`config.mk`:
```
export PLATFORM = sky130hd
export DESIGN_NAME = lsu_wb
export DESIGN_NICKNAME = d
export VERILOG_FILES = /design/src/rtl/lsu_pkg.sv /design/src/rtl/lsu_align.sv /design/src/rtl/lsu_wb.sv
export SDC_FILE = /design/constraint.sdc
export NUM_CORES = 1
export LEC_CHECK = 0
export CORE_MARGIN = 2
export CORE_UTILIZATION = 45
export DETAILED_ROUTE_END_ITERATION = 7
export GPL_TIMING_DRIVEN = 1
export PLACE_DENSITY = 0.81
export SYNTH_ARGS = -nofsm -noshare
export SYNTH_HDL_FRONTEND = slang
export SYNTH_SLANG_ARGS = --single-unit
```
`constraint.sdc`:
```
create_clock -name clk_i -period 2.6 [get_ports clk_i]
set_clock_uncertainty 0.2 [all_clocks]
set_input_delay 0.52 -clock clk_i [delete_from_list [all_inputs] [get_ports clk_i]]
set_output_delay 0.52 -clock clk_i [all_outputs]
set_load 0.01 [all_outputs]
```
`src/rtl/lsu_pkg.sv`:
```
// lsu_pkg: size encodings, FSM states and the alignment check shared by the load/store unit
package lsu_pkg;
    localparam logic [1:0] SZ_BYTE = 2'd0;
    localparam logic [1:0] SZ_HALF = 2'd1;
    localparam logic [1:0] SZ_WORD = 2'd2;

    typedef enum logic [1:0] {IDLE, BUS, RESP} state_t;

    function automatic logic misaligned(input logic [1:0] size, input logic [1:0] off);
        return (size == SZ_HALF && off[0]) || (size == SZ_WORD && off != 2'd0) || size == 2'd3;
    endfunction
endpackage

```
`src/rtl/lsu_align.sv`:
```
// lsu_align: byte-lane select plus store replication or load extract/extend for one transfer
module lsu_align
    import lsu_pkg::*;
(
    input  logic        load,
    input  logic [1:0]  size,
    input  logic [1:0]  off,
    input  logic        uns,
    input  logic [31:0] din,
    output logic [3:0]  sel,
    output logic [31:0] dout
);
    logic [7:0]  b;
    logic [15:0] h;

    always_comb begin
        b    = din[{off, 3'b000} +: 8];
        h    = din[{off[1], 4'b0000} +: 16];
        sel  = size == SZ_BYTE ? 4'b0001 << off : size == SZ_HALF ? 4'b0011 << off : 4'hF;
        dout = load ? (size == SZ_BYTE ? {{24{b[7] & ~uns}}, b} :
                       size == SZ_HALF ? {{16{h[15] & ~uns}}, h} : din)
                    : (size == SZ_BYTE ? {4{din[7:0]}} :
                       size == SZ_HALF ? {2{din[15:0]}} : din);
    end
endmodule

```
`src/rtl/lsu_wb.sv`:
```
// lsu_wb: turns one core memory request into a single aligned Wishbone B4 classic cycle
module lsu_wb
    import lsu_pkg::*;
#(
    parameter int TIMEOUT_CYCLES = 255
) (
    input  logic        clk_i,
    input  logic        rst_i,
    input  logic        req_valid_i,
    output logic        req_ready_o,
    input  logic        req_we_i,
    input  logic [31:0] req_addr_i,
    input  logic [31:0] req_wdata_i,
    input  logic [1:0]  req_size_i,
    input  logic        req_unsigned_i,
    output logic        rsp_valid_o,
    output logic [31:0] rsp_rdata_o,
    output logic        rsp_err_o,
    output logic        rsp_misaligned_o,
    output logic        wbm_cyc_o,
    output logic        wbm_stb_o,
    output logic        wbm_we_o,
    output logic [3:0]  wbm_sel_o,
    output logic [31:0] wbm_adr_o,
    output logic [31:0] wbm_dat_o,
    input  logic [31:0] wbm_dat_i,
    input  logic        wbm_ack_i,
    input  logic        wbm_err_i
);
    localparam int CW = TIMEOUT_CYCLES > 0 ? $clog2(TIMEOUT_CYCLES + 1) : 1;

    state_t      state, state_n;
    logic [CW-1:0] cnt;
    logic        we_q, uns_q, err_q, mis_q;
    logic [1:0]  size_q;
    logic [31:0] addr_q, wdata_q, rdata_q;
    logic [3:0]  st_sel, ld_sel;
    logic [31:0] st_dat, ld_dat;
    logic        bus, tmo, done;

    lsu_align u_st (.load(1'b0), .size(size_q), .off(addr_q[1:0]), .uns(1'b0),
                    .din(wdata_q), .sel(st_sel), .dout(st_dat));
    lsu_align u_ld (.load(1'b1), .size(size_q), .off(addr_q[1:0]), .uns(uns_q),
                    .din(wbm_dat_i), .sel(ld_sel), .dout(ld_dat));

    assign bus  = state == BUS;
    // cnt counts completed BUS cycles, so this fires in the TIMEOUT_CYCLES-th strobe cycle
    assign tmo  = TIMEOUT_CYCLES != 0 && 32'(cnt) + 32'd1 == 32'(TIMEOUT_CYCLES);
    assign done = wbm_ack_i || wbm_err_i || tmo;

    always_comb begin
        state_n = state == IDLE ? (req_valid_i ? (misaligned(req_size_i, req_addr_i[1:0]) ? RESP : BUS) : IDLE)
                : state == BUS  ? (done ? RESP : BUS) : IDLE;
    end

    always_ff @(posedge clk_i) begin
        if (rst_i) begin
            state   <= IDLE;
            cnt     <= '0;
            we_q    <= 1'b0;
            uns_q   <= 1'b0;
            err_q   <= 1'b0;
            mis_q   <= 1'b0;
            size_q  <= '0;
            addr_q  <= '0;
            wdata_q <= '0;
            rdata_q <= '0;
        end else begin
            state <= state_n;
            if (state == IDLE && req_valid_i) begin
                we_q    <= req_we_i;
                uns_q   <= req_unsigned_i;
                size_q  <= req_size_i;
                addr_q  <= req_addr_i;
                wdata_q <= req_wdata_i;
                mis_q   <= misaligned(req_size_i, req_addr_i[1:0]);
                err_q   <= 1'b0;
                rdata_q <= '0;
                cnt     <= '0;
            end
            if (bus) begin
                cnt <= cnt + 1'b1;
                if (done) begin
                    err_q   <= wbm_err_i || !wbm_ack_i;
                    rdata_q <= wbm_ack_i && !wbm_err_i && !we_q ? ld_dat : '0;
                end
            end
        end
    end

    assign req_ready_o      = state == IDLE;
    assign rsp_valid_o      = state == RESP;
    assign rsp_rdata_o      = rsp_valid_o ? rdata_q : '0;
    assign rsp_err_o        = rsp_valid_o & err_q;
    assign rsp_misaligned_o = rsp_valid_o & mis_q;
    assign wbm_cyc_o        = bus;
    assign wbm_stb_o        = bus;
    assign wbm_we_o         = bus & we_q;
    assign wbm_sel_o        = bus ? (we_q ? st_sel : ld_sel) : 4'b0000;
    assign wbm_adr_o        = bus ? {addr_q[31:2], 2'b00} : '0;
    assign wbm_dat_o        = bus && we_q ? st_dat : '0;
endmodule

```
# Word level (Yosys, flattened, before mapping)

Index checks and enable logic that the tools add are counted.

Output and inout bits: 107
Flip-flop bits (word level): 112

Reductions and logical operators: 18
$add $sub $neg: 2
Equality and inequality tests: 7
Mux-type cells: 24
Shift operators: 4
Bitwise logic cells: 6

Operators by type and width:

| cell                                                               | number |
|---|---|
| 32-bit two-way mux                                                 | 11 |
| 32-bit by 6-bit indexed part select with 16-bit output             | 1 |
| 32-bit by 6-bit indexed part select with 8-bit output              | 1 |
| 8-bit two-way mux                                                  | 2 |
| 4-bit two-way mux                                                  | 3 |
| 2-bit two-way mux                                                  | 5 |
| 8-bit by 1-bit adder with 9-bit output (second input constant)     | 1 |
| 9-bit by 8-bit == test with 1-bit output (second input constant)   | 1 |
| 8-bit by 1-bit adder with 8-bit output (second input constant)     | 1 |
| 2-bit by 1-bit == test with 1-bit output (second input constant)   | 3 |
| 2-bit == test (second input constant)                              | 3 |
| 1-bit logical AND                                                  | 6 |
| 1-bit AND                                                          | 5 |
| 1-bit logical OR                                                   | 5 |
| 2-bit zero test                                                    | 2 |
| 2-bit nonzero test                                                 | 2 |
| 1-bit by 2-bit << shifter with 4-bit output (first input constant) | 1 |
| 2-bit by 2-bit << shifter with 4-bit output (first input constant) | 1 |
| 1-bit zero test                                                    | 3 |
| 1-bit two-way mux                                                  | 3 |
| 1-bit NOT                                                          | 1 |

# Longest topological paths before layout

Depth after elaboration: 7
Depth in mapped cells: 7
Depth with buffers taken out: 6

# Hierarchy

From an unflattened synthesis, not the netlist that was laid out.

Cells, all modules: 955
Area, all modules: 7,688.6 sq um

Modules (own cells, without submodules):

| module    | instances | cells each | seq. area each (sq um) | area an instance (sq um) |
|---|---|---|---|---|
| lsu_wb    | 1         | 649        | 2,242.2                | 4,996.0 |
| lsu_align | 2         | 153        | 0.0                    | 1,346.3 |

# Worst setup path before layout

Ideal clock, no wire load.

Path kind: register to output
From: reg state[0]
To: out wbm_dat_o[13]
Data required time: 1,880 ps
Arrival: 1,398 ps
Slack: 482 ps
Path buffers: 2
Cell stages (with the launch flop): 7
Path through: dfxtp_1 > nand2b_4 > inv_2 > buf_2 > nand2_1 > clkbuf_1 > a21oi_1

Cells in the longest elaborated chain, start to end: 3

Ends and longest elaborated chain:

| element                                  | RTL line      | source |
|---|---|---|
| start, declared                          | lsu_wb.sv:32  | `state_t state, state_n;` |
| start signal, assigned                   | lsu_wb.sv:69  | `state <= state_n;` |
| 2-bit by 1-bit == test with 1-bit output | lsu_wb.sv:46  | `assign bus = state == BUS;` |
| 1-bit logical AND                        | lsu_wb.sv:101 | `assign wbm_dat_o = bus && we_q ? st_dat : '0;` |
| 32-bit two-way mux                       | lsu_wb.sv:101 |  |
| end, declared                            | lsu_wb.sv:25  | `output logic [31:0] wbm_dat_o,` |

Every way passes these cells.

# Final worst setup path

From: reg state[1]
To: out wbm_dat_o[5]

Same word-level chain as after synthesis.

==> flow_summary.json <==
{
  "clockBufferDepth": 2,
  "power_density_nw_per_um2": 470,
  "drt_iter0_drc": 531,
  "htree_num_levels": 3,
  "cellLeakagePower_nw": 3.49,
  "grt_pass1_vias": 5390,
  "fmax_mhz": 388,
  "r2r-end": "rdata_q[30]",
  "ys.flop_type": "dfxtp_1",
  "synth_area_per_cell_um2": 7.84,
  "rows": 41,
  "clk_pin_slew_worst_paths_ps": 70,
  "overflow": 0,
  "grt_max_degree": 59,
  "register_area_um2": 2250,
  "first_pass_iters": 5,
  "power_mw": 3.92,
  "r2r_start": "addr_q[1]",
  "crit_end": "wbm_dat_o[5]",
  "slew_violations": 0,
  "synth_edf_count": 0,
  "fp.dieW_um": 117,
  "num_vias": 5866,
  "utilization_pct": 66.6,
  "synth_largest_area_cell": "dfxtp_1",
  "ys_seq_area_share_pct": 39.2,
  "fin_area_um2": 8340,
  "startpoint": "state[1]",
  "start_kind": "flop",
  "place_area_um2": 8000,
  "io_pins": 212,
  "r2r_cells": 4,
  "synthArstFlopShare_pct": 0,
  "arrival_ps": 1860,
  "cts_setup_buffers": 0,
  "period_share_pct": 99.2,
  "r2r_setup_slack_ps": 250,
  "maxSlewHeadroom_pct": 56.1,
  "clock_sinks": 112,
  "fillers": 1113,
  "ant_nets": 0,
  "hpwl_mm": 12.4,
  "holdBufCountCts": 0,
  "die_h_um": 117,
  "worstMarginPinSlew_ps": 658,
  "synth.top_cell.area_share_pct": 39.2,
  "hold_path_depth": 2,
  "ys_ff_latch": 112,
  "rsz0062_at_grt": "yes",
  "drc_errors": 0,
  "critPathRequiredTime_ps": 1880,
  "yosysWarningCount": 0,
  "setup_viol": 0,
  "multi_input_area_um2": 3180,
  "vias_per_cell": 5.35,
  "syn_area_um2": 5720,
  "clock_tree.root_cell": "clkbuf_16",
  "outcome": "finished, final reports clean",
  "gp_congestion": 0.878,
  "routed_wl_mm": 17.6,
  "start_util_pct": 45.7,
  "cp_max_fo": 17,
  "syn2layout_area_growth_pct": 45.7,
  "num_antenna_cells": 0,
  "clock_latency_ps": 360,
  "period_needed_ps": 2580,
  "crit_path_end_kind": "primary output",
  "ys_types": 55,
  "drive_gt1_share_pct": 7.68,
  "die_area_um2": 13600,
  "cts-buffers-inserted": 9,
  "core_area_um2": 12500,
  "hold_path.class": "reg2reg",
  "synth_top_cells_by_area": "dfxtp_1, nand2_1, a21oi_1",
  "maxCapViolCount": 0,
  "critPathKind": "reg2out",
  "grt_usage_pct": 25.4,
  "ir_drop_v": 0.000370,
  "wl_per_cell_um": 16.0,
  "fin_nets": 1030,
  "cts_tree": "built",
  "final-hold-violation-count": 0,
  "netlist_instances": 730,
  "grt_pass1_wl_mm": 27.3,
  "port_buffers": 209,
  "antenna_found_initial": 0
}
[metal layers]
metal / vias up / global-route usage, % / part of all wire (%)
li1: 2871 / - / -
met1: 2730 / 33.0 / 43
met2: 245 / 40.7 / 47
met3: 20 / 7.00 / 9.0
met4: 0 / 8.78 / 1.6
met5: - / 0 / 0
[power breakdown]
part	internal, mW	switching, mW
Sequential	1.80	0.0572
Clock	0.674	0.654
Combinational	0.357	0.376
Total	2.83	1.09
[layout make-up]
| cell class | instances | area share [%] |
|---|---|---|
| multi-input cells | 551 | 38.2 |
| repair buffers | 238 | 28.6 |
| flip-flops and latches | 112 | 27.0 |
| clock buffers | 11 | 2.91 |
| well taps | 172 | 2.58 |
| clock inverters | 5 | 0.390 |
| inverters | 7 | 0.315 |
[logic make-up after synthesis]
logic type                 synth area share (%)
DFF                                        39.2
other                                    0.0655
buffers and inverters                      5.49
adders and majority gates                  1.31
xor gates and xnor gates                  0.437
and+or+nand+nor                            27.4
muxes                                      5.88
AOI/OAI and AO/OA                          20.3
[critical path, stage by stage (launching register included)]
cell             delay, ps
dfxtp_2                350
nand2b_4               140
inv_2                   80
buf_4                  200
and3_1                 190
clkdlybuf4s50_1        540
[Yosys cell counts (all sizes together) (7+ instances only)]
library cell    n
mux2i          28
buf            25
nor2           49
nand2         171
nand2b          8
and3           10
and2           67
a21oi         101
clkbuf         36
nor3            7
a221o          16
o22ai           9
o2bb2ai         7
dfxtp         112
o211ai          7
nor2b           9
[registers in the layout, indices dropped and copies added (netlist names)]
register	count
we_q	1
uns_q	1
size_q	2
rdata_q	32
wdata_q	32
mis_q	1
addr_q	32
state	2
err_q	1
cnt	8
[worst min path at each step]
stage	start	to	slack (ps)
after floorplan	rdata_q[0]	rdata_q[0]	220
after global placement	addr_q[5]	addr_q[5]	240
after detailed placement	addr_q[24]	addr_q[24]	240
after CTS	addr_q[24]	addr_q[24]	250
after global routing	addr_q[31]	addr_q[31]	270
final	addr_q[27]	addr_q[27]	250
[timing repair]
action / 4_1_cts / 5_1_grt
setup endpoints to repair: 87 / 52
gates resized for setup: 24 / 22
gates cloned: 0 / 0
endpoints found under the hold margin: 0 / 0
[cells in the final DEF, fill, tap and decap left out, drive strengths merged, types with 5 or more instances in the layout]
cell type / count
a21oi: 101
a221o: 16
a22o: 5
a2bb2oi: 5
and2: 67
and3: 10
buf: 30
clkbuf: 11
clkdlybuf4s50: 174
dfxtp: 112
dlygate4sd2: 15
dlymetal6s2s: 19
ha: 6
inv: 6
mux2i: 28
nand2: 171
nand2b: 8
nor2: 49
nor2b: 9
nor3: 7
o211ai: 7
o21ai: 5
o22ai: 9
o2bb2ai: 7
[metrics by stage]
step,worst slack (ps),hold slack [ps],cells,setup TNS [ps]
detailed placement,-10.5,242,1080,-19.2
global placement,12.3,237,1080,0
CTS,2.38,252,1096,0
floorplan,482,224,731,0
finish,21.1,248,1096,0
global route,-39.8,267,1096,-515
No activity file was read; power rests on OpenSTA's default activity.
